===== config.mk =====
export PLATFORM = sky130hd
export DESIGN_NAME = serial_adder_ctrl
export DESIGN_NICKNAME = d
export VERILOG_FILES = /design/src/rtl/full_adder.sv /design/src/rtl/serial_adder_ctrl.sv
export SDC_FILE = /design/constraint.sdc
export NUM_CORES = 1
export LEC_CHECK = 0
export CORE_UTILIZATION = 45
export DETAILED_ROUTE_END_ITERATION = 8
export DONT_BUFFER_PORTS = 1
export GPL_TIMING_DRIVEN = 1
export PLACE_DENSITY_LB_ADDON = 0.1
export SYNTH_ARGS = -nofsm -noshare
export SYNTH_HDL_FRONTEND = slang
export SYNTH_SLANG_ARGS = --single-unit

===== constraint.sdc =====
create_clock -name clk -period 1.6 [get_ports clk]
set_input_delay 0.32 -clock clk [delete_from_list [all_inputs] [get_ports clk]]
set_output_delay 0.32 -clock clk [all_outputs]
set_load 0.05 [all_outputs]

===== src/rtl/full_adder.sv =====
// One-bit full adder cell. Purely combinational; the serial adder controller
// instantiates one copy and steps it across its operands.
module full_adder (
   input  logic a,
   input  logic b,
   input  logic ci,
   output logic s,
   output logic co
);

   assign s  = a ^ b ^ ci;
   assign co = (a & b) | (ci & (a ^ b));

endmodule


===== src/rtl/serial_adder_ctrl.sv =====
// Bit-serial adder: one full_adder walks WIDTH-bit operands LSB first, one bit
// per clock, with a start/ready handshake in and a one-cycle done pulse out.
module serial_adder_ctrl #(
   parameter int WIDTH = 8
) (
   input  logic             clk,
   input  logic             rst,
   input  logic             start,
   input  logic [WIDTH-1:0] a,
   input  logic [WIDTH-1:0] b,
   input  logic             cin,
   output logic             ready,
   output logic             busy,
   output logic             done,
   output logic [WIDTH-1:0] sum,
   output logic             cout
);

   localparam int            CW   = (WIDTH > 1) ? $clog2(WIDTH) : 1;
   localparam logic [CW-1:0] LAST = CW'(WIDTH - 1);

   typedef enum logic [1:0] {
      S_IDLE = 2'd0,
      S_RUN  = 2'd1,
      S_DONE = 2'd2
   } state_t;

   state_t           state_q, state_d;
   logic [WIDTH-1:0] a_q, a_d;
   logic [WIDTH-1:0] b_q, b_d;
   logic [WIDTH-1:0] sum_q, sum_d;
   logic [CW-1:0]    cnt_q, cnt_d;
   logic             carry_q, carry_d;
   logic             cout_q, cout_d;
   logic             fa_s, fa_c;

   full_adder u_fa (
      .a  (a_q[0]),
      .b  (b_q[0]),
      .ci (carry_q),
      .s  (fa_s),
      .co (fa_c)
   );

   always_comb begin
      state_d = state_q;
      a_d     = a_q;
      b_d     = b_q;
      sum_d   = sum_q;
      cnt_d   = cnt_q;
      carry_d = carry_q;
      cout_d  = cout_q;
      case (state_q)
         S_IDLE: begin
            if (start) begin
               a_d     = a;
               b_d     = b;
               carry_d = cin;
               cnt_d   = '0;
               sum_d   = '0;
               cout_d  = 1'b0;
               state_d = S_RUN;
            end
         end
         S_RUN: begin
            // Result bits enter at the MSB so the LSB lands in sum[0] after WIDTH shifts.
            a_d     = a_q >> 1;
            b_d     = b_q >> 1;
            sum_d   = {fa_s, sum_q[WIDTH-1:1]};
            carry_d = fa_c;
            cnt_d   = cnt_q + CW'(1);
            if (cnt_q == LAST) begin
               cout_d  = fa_c;
               state_d = S_DONE;
            end
         end
         S_DONE:  state_d = S_IDLE;
         default: state_d = S_IDLE;
      endcase
   end

   always_ff @(posedge clk) begin
      if (rst) begin
         state_q <= S_IDLE;
         a_q     <= '0;
         b_q     <= '0;
         sum_q   <= '0;
         cnt_q   <= '0;
         carry_q <= 1'b0;
         cout_q  <= 1'b0;
      end else begin
         state_q <= state_d;
         a_q     <= a_d;
         b_q     <= b_d;
         sum_q   <= sum_d;
         cnt_q   <= cnt_d;
         carry_q <= carry_d;
         cout_q  <= cout_d;
      end
   end

   // Handshake outputs decode registered state only; start has no combinational path out.
   assign ready = (state_q == S_IDLE);
   assign busy  = ~ready;
   assign done  = (state_q == S_DONE);
   assign sum   = sum_q;
   assign cout  = cout_q;

endmodule


==> metrics.txt <==
# TYPE chip_impl_metric gauge
chip_impl_metric{name="finalNetCount",unit=""} 163
chip_impl_metric{name="drtPass1Iterations",unit=""} 4
chip_impl_metric{name="final_period_minus_worst_setup_slack",unit="ps"} 1550
chip_impl_info{name="largest_delay_contributor_family_on_the_critical_path",value="flip-flops"} 1
chip_impl_info{name="critical-path-slowest-cell",value="sky130_fd_sc_hd__dfxtp_1"} 1
chip_impl_metric{name="grt_first_pass_wirelength",unit="um"} 3970
chip_impl_metric{name="drt-wirelength-per-cell",unit="um"} 13.7
chip_impl_metric{name="die_ar",unit="um2"} 3180
chip_impl_metric{name="drt_drc_violations_left",unit=""} 0
chip_impl_metric{name="critPathMaxFanout",unit=""} 8
chip_impl_info{name="crit_type",value="reg2out"} 1
chip_impl_metric{name="power.static_leakage",unit="nW"} 0.564
chip_impl_metric{name="numPortBuffers",unit=""} 0
chip_impl_info{name="crit_path_end_kind",value="output port"} 1
chip_impl_metric{name="synth.avg_cell_area",unit="um2"} 9.65
chip_impl_metric{name="io_pins",unit=""} 32
chip_impl_metric{name="cp.required",unit="ps"} 1280
chip_impl_metric{name="chipHeight",unit="um"} 56.4
chip_impl_metric{name="place_hpwl",unit="um"} 1570
chip_impl_info{name="hold_end",value="a_q[7]"} 1
chip_impl_metric{name="setup_viol_count_final",unit=""} 0
chip_impl_metric{name="drt_wl_total",unit="um"} 2330
chip_impl_metric{name="period_share",unit="%"} 96.7
chip_impl_metric{name="number_of_antenna_violations_at_the_first_check_in_global_routing",unit=""} 0
chip_impl_metric{name="timing.slew.headroom",unit="%"} 46.5
chip_impl_metric{name="fmaxAchievable",unit="MHz"} 646
chip_impl_info{name="cts_tree",value="yes"} 1
chip_impl_metric{name="powerDensity",unit="nW/um2"} 1030
chip_impl_metric{name="clock-skew-final",unit="ps"} 2.37
chip_impl_metric{name="r2r_setup_slack",unit="ps"} 110
chip_impl_metric{name="worst_setup_hold_path_clk_slew",unit="ps"} 80
chip_impl_metric{name="finalHoldViolations",unit=""} 0
chip_impl_metric{name="postLayoutCoreUtil",unit="%"} 50.9
chip_impl_metric{name="synth.cell_area",unit="um2"} 1330
chip_impl_metric{name="grt_start_max_net_pins",unit=""} 32
chip_impl_metric{name="clock_latency",unit="ps"} 320
chip_impl_metric{name="irDropWorstVdd",unit="V"} 0.000637
chip_impl_metric{name="design.core.area",unit="um2"} 2780
chip_impl_metric{name="synth_warn",unit=""} 0
chip_impl_metric{name="tightestPinTransition",unit="ps"} 801
chip_impl_metric{name="holdPathStages",unit=""} 1
chip_impl_info{name="min_path_type",value="in2reg"} 1
chip_impl_metric{name="areaGrowthSynthToFinish",unit="%"} 6.30
chip_impl_metric{name="synth_cell_types",unit=""} 22
chip_impl_info{name="cts_root_buffer",value="sky130_fd_sc_hd__clkbuf_4"} 1
chip_impl_metric{name="clock_tree.buffer_depth",unit=""} 2
chip_impl_metric{name="r2r_cells",unit=""} 3
chip_impl_metric{name="grt_util_all_layers",unit="%"} 16.8
chip_impl_info{name="run_status",value="complete, no violations"} 1
chip_impl_metric{name="maxCapViolations",unit=""} 0
chip_impl_metric{name="mappedNetlistNets",unit=""} 161
chip_impl_metric{name="crit_cells",unit=""} 3
chip_impl_metric{name="grt-ovfl-total",unit=""} 0
chip_impl_info{name="min-delay-start",value="rst"} 1
chip_impl_metric{name="num_antenna_cells",unit=""} 0
chip_impl_metric{name="drv_slew",unit=""} 0
chip_impl_metric{name="cp_data_arrival_time",unit="ps"} 1230
chip_impl_metric{name="timing.critical_path.buf_inv",unit=""} 2
chip_impl_metric{name="gp_routability_congestion",unit=""} 0.701
chip_impl_metric{name="via_count",unit=""} 948
chip_impl_metric{name="pre_cts_slack",unit="ps"} 101
chip_impl_info{name="worst_r2r_endpoint",value="cout"} 1
chip_impl_info{name="rsz0062_at_grt",value="true"} 1
chip_impl_metric{name="synth-seq-area-share",unit="%"} 46.6
chip_impl_info{name="cp-start-kind",value="flip-flop"} 1
chip_impl_metric{name="post_route_cells_drive_above_1_share",unit="%"} 9.35
chip_impl_metric{name="slowest_delay",unit="ps"} 490
chip_impl_info{name="crit_path_cell_trace",value="inv_1 -> nor2_1 -> buf_4"} 1
chip_impl_metric{name="cts_inserted_buffers",unit=""} 5
chip_impl_metric{name="filler_cell_count",unit=""} 265
chip_impl_metric{name="post_synth_inst_count",unit=""} 138
chip_impl_metric{name="timing.final.ws_setup",unit="ps"} 52.3
chip_impl_metric{name="vias_in_the_first_global_route",unit=""} 910
chip_impl_metric{name="detailedRoute.firstIterationViolations",unit=""} 38
chip_impl_metric{name="row_count",unit=""} 19
chip_impl_metric{name="synth-seq-cells",unit=""} 31
chip_impl_metric{name="die_w",unit="um"} 56.4
chip_impl_info{name="regToRegStartpoint",value="state_q[1]"} 1
chip_impl_metric{name="avgViaCountPerCell",unit=""} 5.58
chip_impl_metric{name="ctsHtreeMaxLevel",unit=""} 2
chip_impl_metric{name="drt.antenna.violating_nets",unit=""} 0
chip_impl_metric{name="start_util",unit="%"} 47.9
chip_impl_metric{name="numClockSinks",unit=""} 31
chip_impl_metric{name="post_cts_buffers",unit=""} 0
[layout by cell type (no fill, tap or decap)]
master                     instances
sky130_fd_sc_hd__a22oi_1          10
sky130_fd_sc_hd__a32oi_1           1
sky130_fd_sc_hd__nor2_4            1
sky130_fd_sc_hd__clkbuf_1          1
sky130_fd_sc_hd__and3b_1           1
sky130_fd_sc_hd__dfxtp_2           1
sky130_fd_sc_hd__mux2i_1          16
sky130_fd_sc_hd__buf_4             2
sky130_fd_sc_hd__buf_12            3
sky130_fd_sc_hd__nand2_1           1
sky130_fd_sc_hd__nand4_1           2
sky130_fd_sc_hd__nor2b_1           2
sky130_fd_sc_hd__o21ai_0           2
sky130_fd_sc_hd__fa_1              1
sky130_fd_sc_hd__o21ba_2           1
sky130_fd_sc_hd__nor3_1            1
sky130_fd_sc_hd__nor2_1           28
sky130_fd_sc_hd__a211oi_1         15
sky130_fd_sc_hd__ha_1              2
sky130_fd_sc_hd__a21oi_1           4
sky130_fd_sc_hd__dfxtp_1          30
sky130_fd_sc_hd__o21bai_1          1
sky130_fd_sc_hd__clkbuf_4          5
sky130_fd_sc_hd__inv_1             8
[sequential cells by signal, indices dropped and copies added (netlist names)]
signal,cells
cout,1
carry_q,1
b_q,8
state_q,2
sum,8
cnt_q,3
a_q,8
[power by group]
group	leakage, nW	total (W)	switching [W]	internal (W)
Sequential	0.255	0.000852	0.0000344	0.000818
Clock	0.0242	0.000394	0.000238	0.000156
Combinational	0.285	0.000208	0.000113	0.0000953
Total	0.564	0.00145	0.000385	0.00107
[worst max path at each step]
| stage | start | endpoint | slack, ps |
|---|---|---|---|
| 2_1_floorplan | state_q[0] | done | 10 |
| 3_3_place_gp | state_q[1] | cout | 200 |
| 3_5_place_dp | state_q[1] | cout | 100 |
| 4_1_cts | state_q[0] | busy | 10 |
| 5_1_grt | state_q[1] | done | -40 |
| 6_report | state_q[1] | done | 50 |
[metal layers]
| layer | vias up | track usage, % | part of all wire (%) | wire length (um) |
|---|---|---|---|---|
| met1 | 424 | 18.8 | 44 | 1030 |
| met3 | 6 | 10.4 | 9.7 | 227 |
| met4 | 0 | 7.32 | 1.8 | 43 |
| met5 | - | 0 | 0 | 0 |
| li1 | 488 | - | - | - |
| met2 | 30 | 25.3 | 44 | 1030 |
[cells by family after synthesis]
family	after synthesis	share of synthesized area (%)
fa+ha+maj	3	3.38
mux	16	12.0
compound gates	34	18.3
flops	31	46.6
buf+inv	18	8.27
simple gates	36	11.4
[cells in the mapped netlist (all sizes together)]
| master | count | area share, % |
|---|---|---|
| dfxtp | 31 | 47 |
| nor2b | 2 | 0.94 |
| ha | 2 | 1.9 |
| o21ai | 2 | 0.75 |
| fa | 1 | 1.5 |
| nand4 | 2 | 0.94 |
| nand2 | 1 | 0.28 |
| o21bai | 1 | 0.56 |
| a21oi | 4 | 1.5 |
| o21ba | 1 | 0.75 |
| inv | 8 | 2.3 |
| nor3 | 1 | 0.38 |
| clkbuf | 3 | 0.85 |
| a32oi | 1 | 0.66 |
| nor2 | 29 | 8.2 |
| mux2i | 16 | 12 |
| and3b | 1 | 0.66 |
| a22oi | 10 | 5.6 |
| buf | 7 | 5.2 |
| a211oi | 15 | 8.5 |
[final cells by class]
class	count	area, um2	share of cell area [%]
Inverter	8	30.0	2.12
Timing Repair Buffer	5	75.1	5.31
Multi-Input combinational cell	89	608	43.0
Sequential cell	31	622	43.9
Tap cell	31	38.8	2.74
Clock buffer	6	41.3	2.92
[through the flow]
step	total power [W]	instance area (um2)	hold slack, ps	std cells	TNS (ps)
final	0.00145	1420	55.8	170	0
after global routing	0.00154	1420	23.2	170	-55.8
after CTS	0.00147	1410	38.2	170	0
after detailed placement	0.00107	1360	393	164	0
after global placement	0.00107	1360	393	164	0
after floorplan	0.00105	1340	454	138	0
[worst reg2reg max path, stage by stage (launching register included)]
cell and delay, ps:
sky130_fd_sc_hd__dfxtp_1 390, sky130_fd_sc_hd__nor2b_1 660, sky130_fd_sc_hd__a32oi_1 200, sky130_fd_sc_hd__a21oi_1 170
[timing repair]
| action | 4_1_cts | 5_1_grt |
|---|---|---|
| endpoints found under the setup margin | 3 | 3 |
| gates resized for setup | 2 | 2 |
| cloned | 0 | 0 |
| endpoints found under the hold margin | 0 | 0 |
| hold buffers | 0 | 0 |
| pin swaps | 0 | 0 |
Note: power is estimated with default switching activity, not from simulation.
